--- src/rtl/dcache_pkg.sv ---
// dcache_pkg: shared widths, address-field helpers and controller states for the data cache
package dcache_pkg;
   localparam int ADDR_W = 8;
   localparam int DATA_W = 8;
   localparam int INDEX_W = 3;
   localparam int OFFSET_W = 2;
   localparam int TAG_W = ADDR_W - INDEX_W - OFFSET_W;
   localparam int SETS = 1 << INDEX_W;
   localparam int BLOCK = 1 << OFFSET_W;
   localparam int INDEX_LSB = OFFSET_W;
   localparam int TAG_LSB = OFFSET_W + INDEX_W;
   typedef enum logic [1:0] {IDLE, WRITEBACK, FETCH, UPDATE} state_t;
   function automatic logic [TAG_W-1:0] tag_of(input logic [ADDR_W-1:0] a);
      return a[TAG_LSB +: TAG_W];
   endfunction
   function automatic logic [INDEX_W-1:0] index_of(input logic [ADDR_W-1:0] a);
      return a[INDEX_LSB +: INDEX_W];
   endfunction
   function automatic logic [OFFSET_W-1:0] offset_of(input logic [ADDR_W-1:0] a);
      return a[OFFSET_W-1:0];
   endfunction
endpackage

--- src/rtl/dcache_storage.sv ---
// dcache_storage: tag/valid/dirty/data arrays, synchronous write, asynchronous read, cleared on reset
module dcache_storage
   import dcache_pkg::*;
(
   input  logic                          clk,
   input  logic                          rst,
   input  logic [INDEX_W-1:0]            index,
   input  logic                          data_we,
   input  logic [OFFSET_W-1:0]           data_off,
   input  logic [DATA_W-1:0]             data_in,
   input  logic                          dirty_set,
   input  logic                          fill_we,
   input  logic [TAG_W-1:0]              tag_in,
   output logic                          valid,
   output logic                          dirty,
   output logic [TAG_W-1:0]              tag,
   output logic [BLOCK-1:0][DATA_W-1:0]  block
);
   logic [SETS-1:0] valid_q, dirty_q;
   logic [TAG_W-1:0] tag_q [SETS];
   logic [BLOCK-1:0][DATA_W-1:0] data_q [SETS];
   always_ff @(posedge clk) begin
      if (rst) begin
         valid_q <= '0;
         dirty_q <= '0;
         tag_q <= '{default: '0};
         data_q <= '{default: '0};
      end else begin
         if (fill_we) begin
            valid_q[index] <= 1'b1;
            dirty_q[index] <= 1'b0;
            tag_q[index] <= tag_in;
         end else if (dirty_set) dirty_q[index] <= 1'b1;
         if (data_we) data_q[index][data_off] <= data_in;
      end
   end
   assign valid = valid_q[index];
   assign dirty = dirty_q[index];
   assign tag = tag_q[index];
   assign block = data_q[index];
endmodule

--- src/rtl/dcache_controller.sv ---
// dcache_controller: direct-mapped write-back write-allocate cache with byte-serial miss handling
module dcache_controller
   import dcache_pkg::*;
(
   input  logic               clock,
   input  logic               reset,
   input  logic               read,
   input  logic               write,
   input  logic [ADDR_W-1:0]  address,
   input  logic [DATA_W-1:0]  writedata,
   output logic [DATA_W-1:0]  readdata,
   output logic               busywait,
   output logic               mem_read,
   output logic               mem_write,
   output logic [ADDR_W-1:0]  mem_address,
   output logic [DATA_W-1:0]  mem_writedata,
   input  logic [DATA_W-1:0]  mem_readdata,
   input  logic               mem_busywait
);
   state_t state, state_n;
   logic [OFFSET_W-1:0] k;
   logic gap, req, hit, done, valid, dirty, data_we, dirty_set, fill_we;
   logic [TAG_W-1:0] tag;
   logic [BLOCK-1:0][DATA_W-1:0] block;
   logic [INDEX_W-1:0] index;
   assign index = index_of(address);
   assign req = read ^ write;
   assign hit = valid && tag == tag_of(address);
   assign busywait = req && !hit;
   assign readdata = (read && !write && hit) ? block[offset_of(address)] : '0;
   // a byte finishes when the request is up (not the gap cycle) and memory is not busy
   assign done = !gap && !mem_busywait && (state == WRITEBACK || state == FETCH);
   assign dirty_set = write && !read && hit && state == IDLE;
   assign data_we = dirty_set || (done && state == FETCH);
   dcache_storage u_storage (
      .clk(clock),
      .rst(reset),
      .index(index),
      .data_we(data_we),
      .data_off(state == FETCH ? k : offset_of(address)),
      .data_in(state == FETCH ? mem_readdata : writedata),
      .dirty_set(dirty_set),
      .fill_we(fill_we),
      .tag_in(tag_of(address)),
      .valid(valid),
      .dirty(dirty),
      .tag(tag),
      .block(block)
   );
   always_comb begin
      state_n = state;
      mem_read = 1'b0;
      mem_write = 1'b0;
      mem_address = '0;
      mem_writedata = '0;
      fill_we = 1'b0;
      case (state)
         IDLE: if (busywait) state_n = (valid && dirty) ? WRITEBACK : FETCH;
         WRITEBACK: begin
            mem_write = !gap;
            mem_address = {tag, index, k};
            mem_writedata = block[k];
            if (done && k == '1) state_n = FETCH;
         end
         FETCH: begin
            mem_read = !gap;
            mem_address = {tag_of(address), index, k};
            if (done && k == '1) state_n = UPDATE;
         end
         default: begin
            fill_we = 1'b1;
            state_n = IDLE;
         end
      endcase
   end
   always_ff @(posedge clock) begin
      if (reset) begin
         state <= IDLE;
         k <= '0;
         gap <= 1'b0;
      end else begin
         state <= state_n;
         gap <= done;
         if (done) k <= k + 1'b1;
      end
   end
endmodule

--- config.mk ---
export PLATFORM = sky130hd
export DESIGN_NAME = dcache_controller
export DESIGN_NICKNAME = d
export VERILOG_FILES = /design/src/rtl/dcache_pkg.sv /design/src/rtl/dcache_storage.sv /design/src/rtl/dcache_controller.sv
export SDC_FILE = /design/constraint.sdc
export NUM_CORES = 1
export LEC_CHECK = 0
export BUFFER_PORTS_ARGS = -buffer_cell sky130_fd_sc_hd__buf_2
export CORE_ASPECT_RATIO = 1.2
export CORE_MARGIN = 2
export CORE_UTILIZATION = 62
export DETAILED_ROUTE_END_ITERATION = 10
export PLACE_DENSITY = 0.8
export SYNTH_ARGS = -nofsm -noshare
export SYNTH_HDL_FRONTEND = slang
export SYNTH_HIERARCHICAL = 1
export SYNTH_SLANG_ARGS = --single-unit
--- constraint.sdc ---
create_clock -name clock -period 5 [get_ports clock]
set_input_delay 0.25 -clock clock [delete_from_list [all_inputs] [get_ports clock]]
set_output_delay 0.25 -clock clock [all_outputs]
set_load 0.01 [all_outputs]
==> out/results.tsv <==
metric	value	unit
antenna violations before repair	0	
Post-synth EDFFs	0	
total CTS buffers	30	
R2R Setup Slk	0.74	ns
Worst R2R End	u_storage/data_q[4]	
flops & latches, synth	301	
Syn Std Cell Area	14700	um^2
area leader, netlist	dfxtp_1	
Setup TNS	0	ns
CTS tree	yes	
max-slew violations	0	
Initial Util	63.2	%
wire length after detailed routing	40.3	mm
GP Congestion	0.877	
# nets final	1556	
Mean Syn Cell Area	9.10	um^2
Synth area leaders	dfxtp_1, mux4_2, a21oi_1	
Clk pwr share	41.6	%
Placement Cell Area	14800	um^2
hold buffer count at cts	0	
switching share of power	27.6	%
crit path time final	4.26	ns
Syn Nets	1648	
Max FO, Critical Path	32	
sequential area share after synthesis	41.1	%
WP data arrival	4.65	ns
vias in the first global route	12400	
skew final	0.0117	ns
RSZ-0062 raised after global routing	no	
largest net degree at the start of global routing	156	
post-synthesis cell count	1612	
htree depth	1	
CP endpoint kind	flop	
# IOs	56	
Max Cap Viol	0	
Critical R2R Launch	u_storage/tag_q[15]	
WL/cell	21.7	um
area delta synth->final	7.49	%
Reg power frac	44.6	%
Post CTS Setup Buffer Count	0	
Tcrit/Tclk final	85.2	%
Most used DFF post-synth	dfxtp_1	
Worst Tran Pin Value	1.23	ns
combinational fraction of design power	13.8	%
CP Class	flop to flop	
vias per cell	6.86	
Ant. Diodes	0	
gr ovfl total	0	
switching power	1.52	mW
first-pass GRT wire length	64.4	mm
Worst Hold Class	primary input to flop	
run status	completed	
Tot GR Track Use	31.8	%
1st-iter DRT viols	1382	
drt first pass iters	6	
filler cell count	1789	
power density over the cells	349	nW/um^2
fmax	235	MHz
Synth top cells by count	dfxtp_1, a21oi_1, nand3_1, o21ai_0, clkbuf_1	
Yosys top cell area share	41.1	%
Worst setup SP type	flop	
# DRC	0	
Worst EP required	5.39	ns
cell with the most instances after synthesis	dfxtp_1	
Yosys warnings	6	
Clock Tree Root	clkbuf_16	
Core Region	23200	um^2
internal cell power	3.98	mW
total number of vias	12700	
Die X	144	um
hold depth	3	
cell area after layout	15800	um^2
P_leak	5.27	nW
Die Span Y	173	um
DIE AREA	24900	um^2
Synth cell types	51	
Reg clk slew, reported paths	0.06	ns
post_cts resized	0	
Setup violations, final	0	
clk buf depth	3	
Relative slew margins	17.6	%
ys async rst share	0	%
clock sink total	301	
ANT nets after route	0	
fraction of layout instances using a drive strength above 1	19.3	%
DP Wirelength	22.1	mm
worst hold endpoint	gap	
Final Hold Fails	0	
peak supply drop	0.292	mV
FF-to-FF path depth	10	
num rows	61	
I/O Buffers	55	
Worst-Skew Late Latency	0.55	ns
HP Start	mem_busywait	
[power by group through the flow]
stage / Clock, mW / Sequential [mW] / Combinational, mW
after floorplan: 0 / 2.48 / 0.563
after global placement: 0 / 2.51 / 0.723
after detailed placement: 0 / 2.51 / 0.737
after CTS: 2.29 / 2.45 / 0.741
after global routing: 2.40 / 2.46 / 0.799
final: 2.29 / 2.45 / 0.758
[through the flow]
step	hold slack (ns)	total power [mW]	worst slack [ns]	utilization [%]	cells
3_3_place_gp	0.432	3.23	0.674	63.7	1803
5_1_grt	0.0623	5.66	0.548	68.0	1856
4_1_cts	0.0607	5.48	0.822	68.0	1856
3_5_place_dp	0.436	3.25	0.556	63.7	1803
6_report	0.0672	5.50	0.741	68.0	1856
2_1_floorplan	0.316	3.05	1.20	-	1612
[metal layers]
metal / up-vias / global-route usage (%) / routed length (um)
li1: 5707 / - / -
met1: 6172 / 42.3 / 15700
met2: 733 / 51.8 / 19300
met3: 115 / 4.84 / 3820
met4: 0 / 13.0 / 1420
met5: - / 0 / 0
[worst max path at each step]
| stage | cells after the start | start | endpoint |
|---|---|---|---|
| floorplan | 12 | address[2] | u_storage/data_q[100] |
| global placement | 12 | address[3] | u_storage/data_q[1] |
| detailed placement | 12 | address[3] | u_storage/data_q[4] |
| CTS | 10 | u_storage/tag_q[0] | u_storage/data_q[4] |
| global route | 11 | u_storage/tag_q[13] | u_storage/data_q[69] |
| finish | 10 | u_storage/tag_q[15] | u_storage/data_q[4] |
[cells in the final DEF (no fill, tap or decap), types with 7 or more instances in the layout]
master,instances
nand3_1,257
dfxtp_1,301
clkbuf_8,9
buf_4,33
clkinv_2,7
buf_2,52
clkbuf_16,31
mux2_2,47
mux2i_1,26
nor3_1,8
nor2b_1,7
ha_1,7
o21ai_0,257
inv_1,16
and3_2,8
nor2_1,35
and2_1,13
a21oi_1,267
mux4_2,88
[worst max-delay path, stage by stage, from the launching register on]
cell     delay, ns
dfxtp_1       0.32
mux4_2        0.45
mux2_2        0.30
xor2_1        0.18
nor4_1        0.29
buf_4         0.20
and3_1        0.35
a21o_1        0.45
or4bb_1       1.01
o21ai_0       0.39
a21oi_1       0.12
[state kept, by name (all words and copies together) (netlist names), named ones only]
name,count
gap,1
k,2
state,2
u_storage/data_q,256
u_storage/tag_q,24
u_storage/valid_q,8
[logic make-up (layout without fill, tap and decap cells)]
logic type | count (synthesis) | after routing | synth area share (%)
compound gates | 542 | 542 | 18.9
xor+xnor | 4 | 4 | 0.239
fa+ha+maj | 7 | 7 | 0.597
buf+inv | 228 | 157 | 6.71
flops | 301 | 301 | 41.1
mux | 161 | 161 | 18.9
simple gates | 369 | 369 | 13.6
[final cells by class]
cell class | count | area (um^2) | share of cell area [%]
Inverter | 16 | 60.1 | 0.381
Sequential cell | 301 | 6030 | 38.2
Clock buffer | 44 | 905 | 5.74
Tap cell | 315 | 394 | 2.50
Multi-Input combinational cell | 1083 | 7740 | 49.1
Timing Repair Buffer | 88 | 553 | 3.51
Clock inverter | 9 | 95.1 | 0.603
Power figures use the tool's default switching activity.
